File: src/rtl/cnn_pkg.sv
// Constants shared by simpleCNN and its window generator.
// The IMGIN byte layout is defined here.
package cnn_pkg;

  localparam int IMG_W   = 28;
  localparam int WIN     = 5;
  localparam int PIX_W   = 8;
  localparam int OUT_POS = IMG_W - WIN + 1;
  localparam int LB_ROWS = WIN - 1;
  localparam int IMGIN_W = WIN * WIN * PIX_W;

  typedef logic [PIX_W-1:0] pix_t;

  function automatic int idx(input int i, input int j);
    return i * WIN + j;
  endfunction

endpackage

File: src/rtl/mnist_line_buffer.sv
// Circular store of the last four image rows.
// Each pixel position has one write port and one 4-byte column read port.
module mnist_line_buffer
  import cnn_pkg::*;
(
  input  logic                     CLK,
  input  logic                     we_i,
  input  logic [1:0]               slot_i,
  input  logic [4:0]               col_i,
  input  pix_t                     wdata_i,
  output logic [LB_ROWS*PIX_W-1:0] rcol_o
);

  pix_t mem_q [LB_ROWS][IMG_W];

  always_ff @(posedge CLK) begin
    if (we_i) mem_q[slot_i][col_i] <= wdata_i;
  end

  // Row r lives in slot r%4. Slot r%4 therefore still holds row r-4 before this write,
  // and byte k of the read is row r-4+k.
  always_comb begin
    rcol_o = '0;
    for (int k = 0; k < LB_ROWS; k++) begin
      rcol_o[k*PIX_W +: PIX_W] = mem_q[2'(slot_i + 2'(k))][col_i];
    end
  end

endmodule

File: src/rtl/mnist_window_gen.sv
// Turns a raster 28x28 pixel stream into 5x5 IMGIN windows with X/Y coordinates.
// It also issues the per-image START pulse for simpleCNN.
module mnist_window_gen
  import cnn_pkg::*;
(
  input  logic               CLK,
  input  logic               nRST,
  input  logic               PIX_VALID,
  input  logic               PIX_SOF,
  input  logic [PIX_W-1:0]   PIX_DATA,
  output logic               PIX_READY,
  output logic               START,
  output logic               WIN_VALID,
  input  logic               WIN_READY,
  output logic [IMGIN_W-1:0] IMGIN,
  output logic [4:0]         X,
  output logic [4:0]         Y,
  output logic               WIN_LAST
);

  logic                     rdy_q, start_q, valid_q, last_q;
  logic [4:0]               row_q, row_d, col_q, col_d;
  logic [4:0]               r_cur, c_cur, x_q, y_q;
  logic [IMGIN_W-1:0]       win_q, win_d;
  logic [LB_ROWS*PIX_W-1:0] rcol;
  logic                     accept, emit;

  assign PIX_READY = rdy_q & (~valid_q | WIN_READY);
  assign accept    = PIX_VALID & PIX_READY;

  // SOF forces the accepted pixel to position (0,0).
  assign r_cur = PIX_SOF ? 5'd0 : row_q;
  assign c_cur = PIX_SOF ? 5'd0 : col_q;
  assign emit  = accept && (r_cur >= 5'(WIN-1)) && (c_cur >= 5'(WIN-1));

  always_comb begin
    row_d = r_cur;
    col_d = c_cur + 5'd1;
    if (c_cur == 5'(IMG_W-1)) begin
      col_d = 5'd0;
      row_d = (r_cur == 5'(IMG_W-1)) ? 5'd0 : r_cur + 5'd1;
    end
  end

  mnist_line_buffer u_lb (
    .CLK     (CLK),
    .we_i    (accept),
    .slot_i  (r_cur[1:0]),
    .col_i   (c_cur),
    .wdata_i (PIX_DATA),
    .rcol_o  (rcol)
  );

  // Shift the window left by one column and insert the new column at the right edge.
  always_comb begin
    win_d = win_q;
    for (int i = 0; i < WIN; i++) begin
      for (int j = 0; j < WIN; j++) begin
        if (j < WIN-1)
          win_d[idx(i, j)*PIX_W +: PIX_W] = win_q[idx(i, j+1)*PIX_W +: PIX_W];
        else if (i < WIN-1)
          win_d[idx(i, j)*PIX_W +: PIX_W] = rcol[i*PIX_W +: PIX_W];
        else
          win_d[idx(i, j)*PIX_W +: PIX_W] = PIX_DATA;
      end
    end
  end

  // The window register doubles as the IMGIN output register.
  // It only advances on an accepted pixel, and pixels cannot be accepted while a window is stalled.
  always_ff @(posedge CLK or negedge nRST) begin
    if (!nRST) begin
      rdy_q   <= 1'b0;
      start_q <= 1'b0;
      valid_q <= 1'b0;
      last_q  <= 1'b0;
      row_q   <= '0;
      col_q   <= '0;
      x_q     <= '0;
      y_q     <= '0;
      win_q   <= '0;
    end else begin
      rdy_q   <= 1'b1;
      start_q <= accept && (r_cur == 5'd0) && (c_cur == 5'd0);
      if (accept) begin
        row_q <= row_d;
        col_q <= col_d;
        win_q <= win_d;
      end
      if (emit) begin
        valid_q <= 1'b1;
        x_q     <= r_cur - 5'(WIN-1);
        y_q     <= c_cur - 5'(WIN-1);
        last_q  <= (r_cur == 5'(IMG_W-1)) && (c_cur == 5'(IMG_W-1));
      end else if (WIN_READY) begin
        valid_q <= 1'b0;
      end
    end
  end

  assign START     = start_q;
  assign WIN_VALID = valid_q;
  assign IMGIN     = win_q;
  assign X         = x_q;
  assign Y         = y_q;
  assign WIN_LAST  = last_q;

endmodule

File: config.mk
export PLATFORM = sky130hd
export DESIGN_NAME = mnist_window_gen
export DESIGN_NICKNAME = d
export VERILOG_FILES = /design/src/rtl/cnn_pkg.sv /design/src/rtl/mnist_line_buffer.sv /design/src/rtl/mnist_window_gen.sv
export SDC_FILE = /design/constraint.sdc
export NUM_CORES = 2
export LEC_CHECK = 0
export ABC_AREA = 1
export CAP_MARGIN = 20
export CORE_UTILIZATION = 45
export CTS_CLUSTER_DIAMETER = 100
export DETAILED_ROUTE_END_ITERATION = 7
export GPL_ROUTABILITY_DRIVEN = 0
export HOLD_SLACK_MARGIN = 0.02
export PLACE_DENSITY = 0.67
export SETUP_SLACK_MARGIN = 0.05
export SLEW_MARGIN = 20
export SYNTH_ARGS = -nofsm -noshare
export SYNTH_HDL_FRONTEND = slang
export SYNTH_SLANG_ARGS = --single-unit
File: constraint.sdc
create_clock -name CLK -period 3.2 [get_ports CLK]
set_input_delay 0.64 -clock CLK [delete_from_list [all_inputs] [get_ports CLK]]
set_output_delay 0.64 -clock CLK [all_outputs]
set_load 0.02 [all_outputs]
==> metrics.cfg <==
[timing]
fin_crit_sh_pct = 98.9
hold_viol_final = 0
maxSlewViolCount = 0
layout_min_cycle_time_ns = 3.16
rsz0062_at_grt = true
relSlewSlack_pct = 33.7
worst_pin_slew_ns = 0.995
setup_viol_count_final = 0
skew_ns = 0.0385
max_freq_mhz = 316
fin_ws_ns = 0.0361
tns_ns = 0

[placed_design]
portBuffers = 226
place_ws_ns = -0.846
place_hpwl_um = 175000
placed_area_um2 = 75000

[setup_path]
cp_data_required_time_ns = 3.88
path_max_fanout = 23
r2r_slack_ns = 0.04
worst_ep_arrival_time_ns = 3.84
worstSetupStartpointType = register
crit_type = register to register
endpoint_kind = register

[clock_tree]
cts-buffers-inserted = 120
clkSinkCount = 1120
root_buffer = clkbuf_16
cts_tree = done
path_clk_slew_ns = 0.07
htreeDepth = 3
clock_latency_ns = 0.80
cts_buffer_depth = 3

[power_and_ir_drop]
power_density_nw_per_um2 = 561
p_leak_nw = 34.6
peakVddDrop_uv = 517

[finish]
final_util_pct = 55.9
nets = 9269
diodes = 0
area_growth_pct = 22.7
final_cell_area_um2 = 79300
drive_gt1_share_pct = 12.3
fillers = 12900

[routing]
via_count = 65600
post-route-drc-count = 1
ant_nets = 0
drt-pass1-iter-count = 8
drt_wl_total_um = 248000
drtIter0Drc = 9265
viasPerCell = 5.84
wl_per_cell_um = 22.0

[die]
die_w_um = 381
core_um2 = 142000
die_height_um = 381
pin_count = 227
start_util_pct = 45.5
rows = 138
design.die.area_um2 = 145000

[flow_run]
drv_cap = 0

[outcome]
failed_checks = DRC
status = finished, violations left

[hold_path]
hold_class = input pin to register

[synth]
synth_cell_types = 36
syn_nets = 8674
ys.warnings.count = 0
syn_avg_cell_area_um2 = 7.47
syn_inst = 8650
netlist_area_um2 = 64600
yosysSeqAreaShare_pct = 50.3
synth_seq_cells = 1120

[global_routing]
grt_pass1_vias = 60600
grtUsageTotal_pct = 33.3
grt_max_degree = 154
antenna_found_initial = 6
grt_pass1_wl_um = 367000
grt-ovfl-total = 0

## synthesized netlist by cell type
cell / number / share of area (%)
xor2_1: 2 / 0.027
o211ai_1: 13 / 0.15
or2_2: 4 / 0.039
nor3_1: 9 / 0.070
xnor2_1: 1 / 0.014
buf_1: 144 / 0.84
buf_6: 2 / 0.035
inv_4: 1 / 0.0097
dfrtp_1: 224 / 8.7
a21oi_1: 7 / 0.054
buf_2: 207 / 1.6
nor2_2: 1 / 0.0097
nor2_4: 2 / 0.035
clkinv_1: 3 / 0.017
a221oi_1: 1 / 0.014
nand2_1: 3437 / 20
inv_2: 4 / 0.023
and2_1: 1 / 0.0097
edfxtp_1: 896 / 42
inv_1: 617 / 3.6
nand3_1: 1642 / 13
buf_4: 8 / 0.093
conb_1: 1 / 0.0058
nand3b_1: 1 / 0.012
nand2_2: 3 / 0.029
o21ai_1: 72 / 0.56
nor2_8: 1 / 0.031
a31oi_1: 1 / 0.0097
nor2_1: 183 / 1.1
clkbuf_1: 273 / 1.6
nand2_4: 1 / 0.017
o22ai_1: 2 / 0.019
o221ai_1: 1 / 0.014
o41ai_1: 1 / 0.014
ha_1: 11 / 0.21
o21ai_0: 873 / 6.8
## state kept, by name, indices dropped and copies added, names as in the netlist
register / count
START: 1
col_q: 5
Y: 5
u_lb.mem_q: 896
rdy_q: 1
IMGIN: 200
WIN_LAST: 1
row_q: 5
X: 5
WIN_VALID: 1
## layer usage
metal,global-route usage [%],wire length (µm),vias to the layer above,share of wire [%]
met5,0,39,-,0.016
met4,21.5,18700,6,7.6
met3,7.55,29900,988,12
met2,51.3,109000,4365,44
met1,42.3,90300,30500,36
li1,-,-,29700,-
## per-stage QoR
stage                     std cells  hold slack (ns)  power [mW]
after global placement        11000            0.460        29.7
final                         11200            0.294        44.5
after floorplan                8650            0.344        23.6
after CTS                     11200            0.270        44.2
after global routing          11200            0.296        46.0
after detailed placement      11000            0.465        29.9
## what timing repair did
item	in CTS	in global routing
hold buffers	1	0
setup buffers	3	2
pin swaps	1	0
gates cloned	0	1
hold endpoints to repair	69	0
gates resized for setup	1	19
endpoints found under the setup margin	3	17
## layout make-up
class,count,area [µm²],share of cell area (%)
inverters,625,2380,3.01
multi-input cells,6271,27300,34.4
repair buffers,1107,10600,13.4
clock buffers,156,3300,4.17
clock inverters,72,786,0.991
well taps,1890,2360,2.98
flip-flops and latches,1120,32500,41.0
## path summary, 6_finish.rpt
| kind | from | cells after the start | to |
|---|---|---|---|
| worst max-delay path | row_q[1] | 14 | IMGIN[76] |
| worst min-delay path | PIX_DATA[4] | 1 | u_lb.mem_q[1][188] |
| worst max register to register | row_q[1] | 14 | IMGIN[76] |
| worst min register to register | IMGIN[0] | 2 | IMGIN[0] |
| max in group asynchronous | nRST | 3 | IMGIN[136] |
| min in group asynchronous | nRST | 2 | IMGIN[164] |
## logic make-up after synthesis
| kind of cell | synth area share, % |
|---|---|
| AO/OA/AOI/OAI | 7.60 |
| adder cells (fa/ha/maj) | 0.213 |
| buffers and inverters | 7.79 |
| AND/OR/NAND/NOR | 34.0 |
| flip-flops | 50.3 |
| other | 0.00581 |
| XOR/XNOR | 0.0407 |
## power by group
part / total, mW / internal (mW) / switching, mW
logic: 13.1 / 4.61 / 8.44
registers: 17.0 / 16.4 / 0.618
clock network: 14.4 / 8.14 / 6.26
total: 44.5 / 29.2 / 15.3
## cell usage in the layout, fill, tap and decap left out, types with 5 or more instances in the layout
cell type,n
o211ai_1,13
buf_12,139
dfrtp_1,222
clkdlybuf4s50_1,217
nand3_2,6
a21oi_1,7
nand3_1,1636
nand2_1,3432
nor2_4,5
clkinv_2,17
nor3_1,9
clkbuf_16,124
edfxtp_1,896
inv_1,612
clkbuf_1,23
clkinvlp_4,10
clkbuf_8,10
nor2_1,146
buf_4,745
ha_1,10
clkinv_1,22
nor2_2,35
o21ai_0,870
bufinv_16,10
o21ai_1,75
## critical path, stage by stage, from the launching register on
cell and delay [ns]:
dfrtp_4 0.52, buf_4 0.36, nand3_2 0.21, nand2_8 0.24, buf_16 0.23, buf_12 0.17, nand2_1 0.06, nand3_1 0.10
nand3_1 0.19, nand3_1 0.21, nand2_1 0.11, nand2_1 0.14, nand2_1 0.26, nor2_1 0.17, nor2_1 0.05
Note: power is estimated with default switching activity, not from simulation.
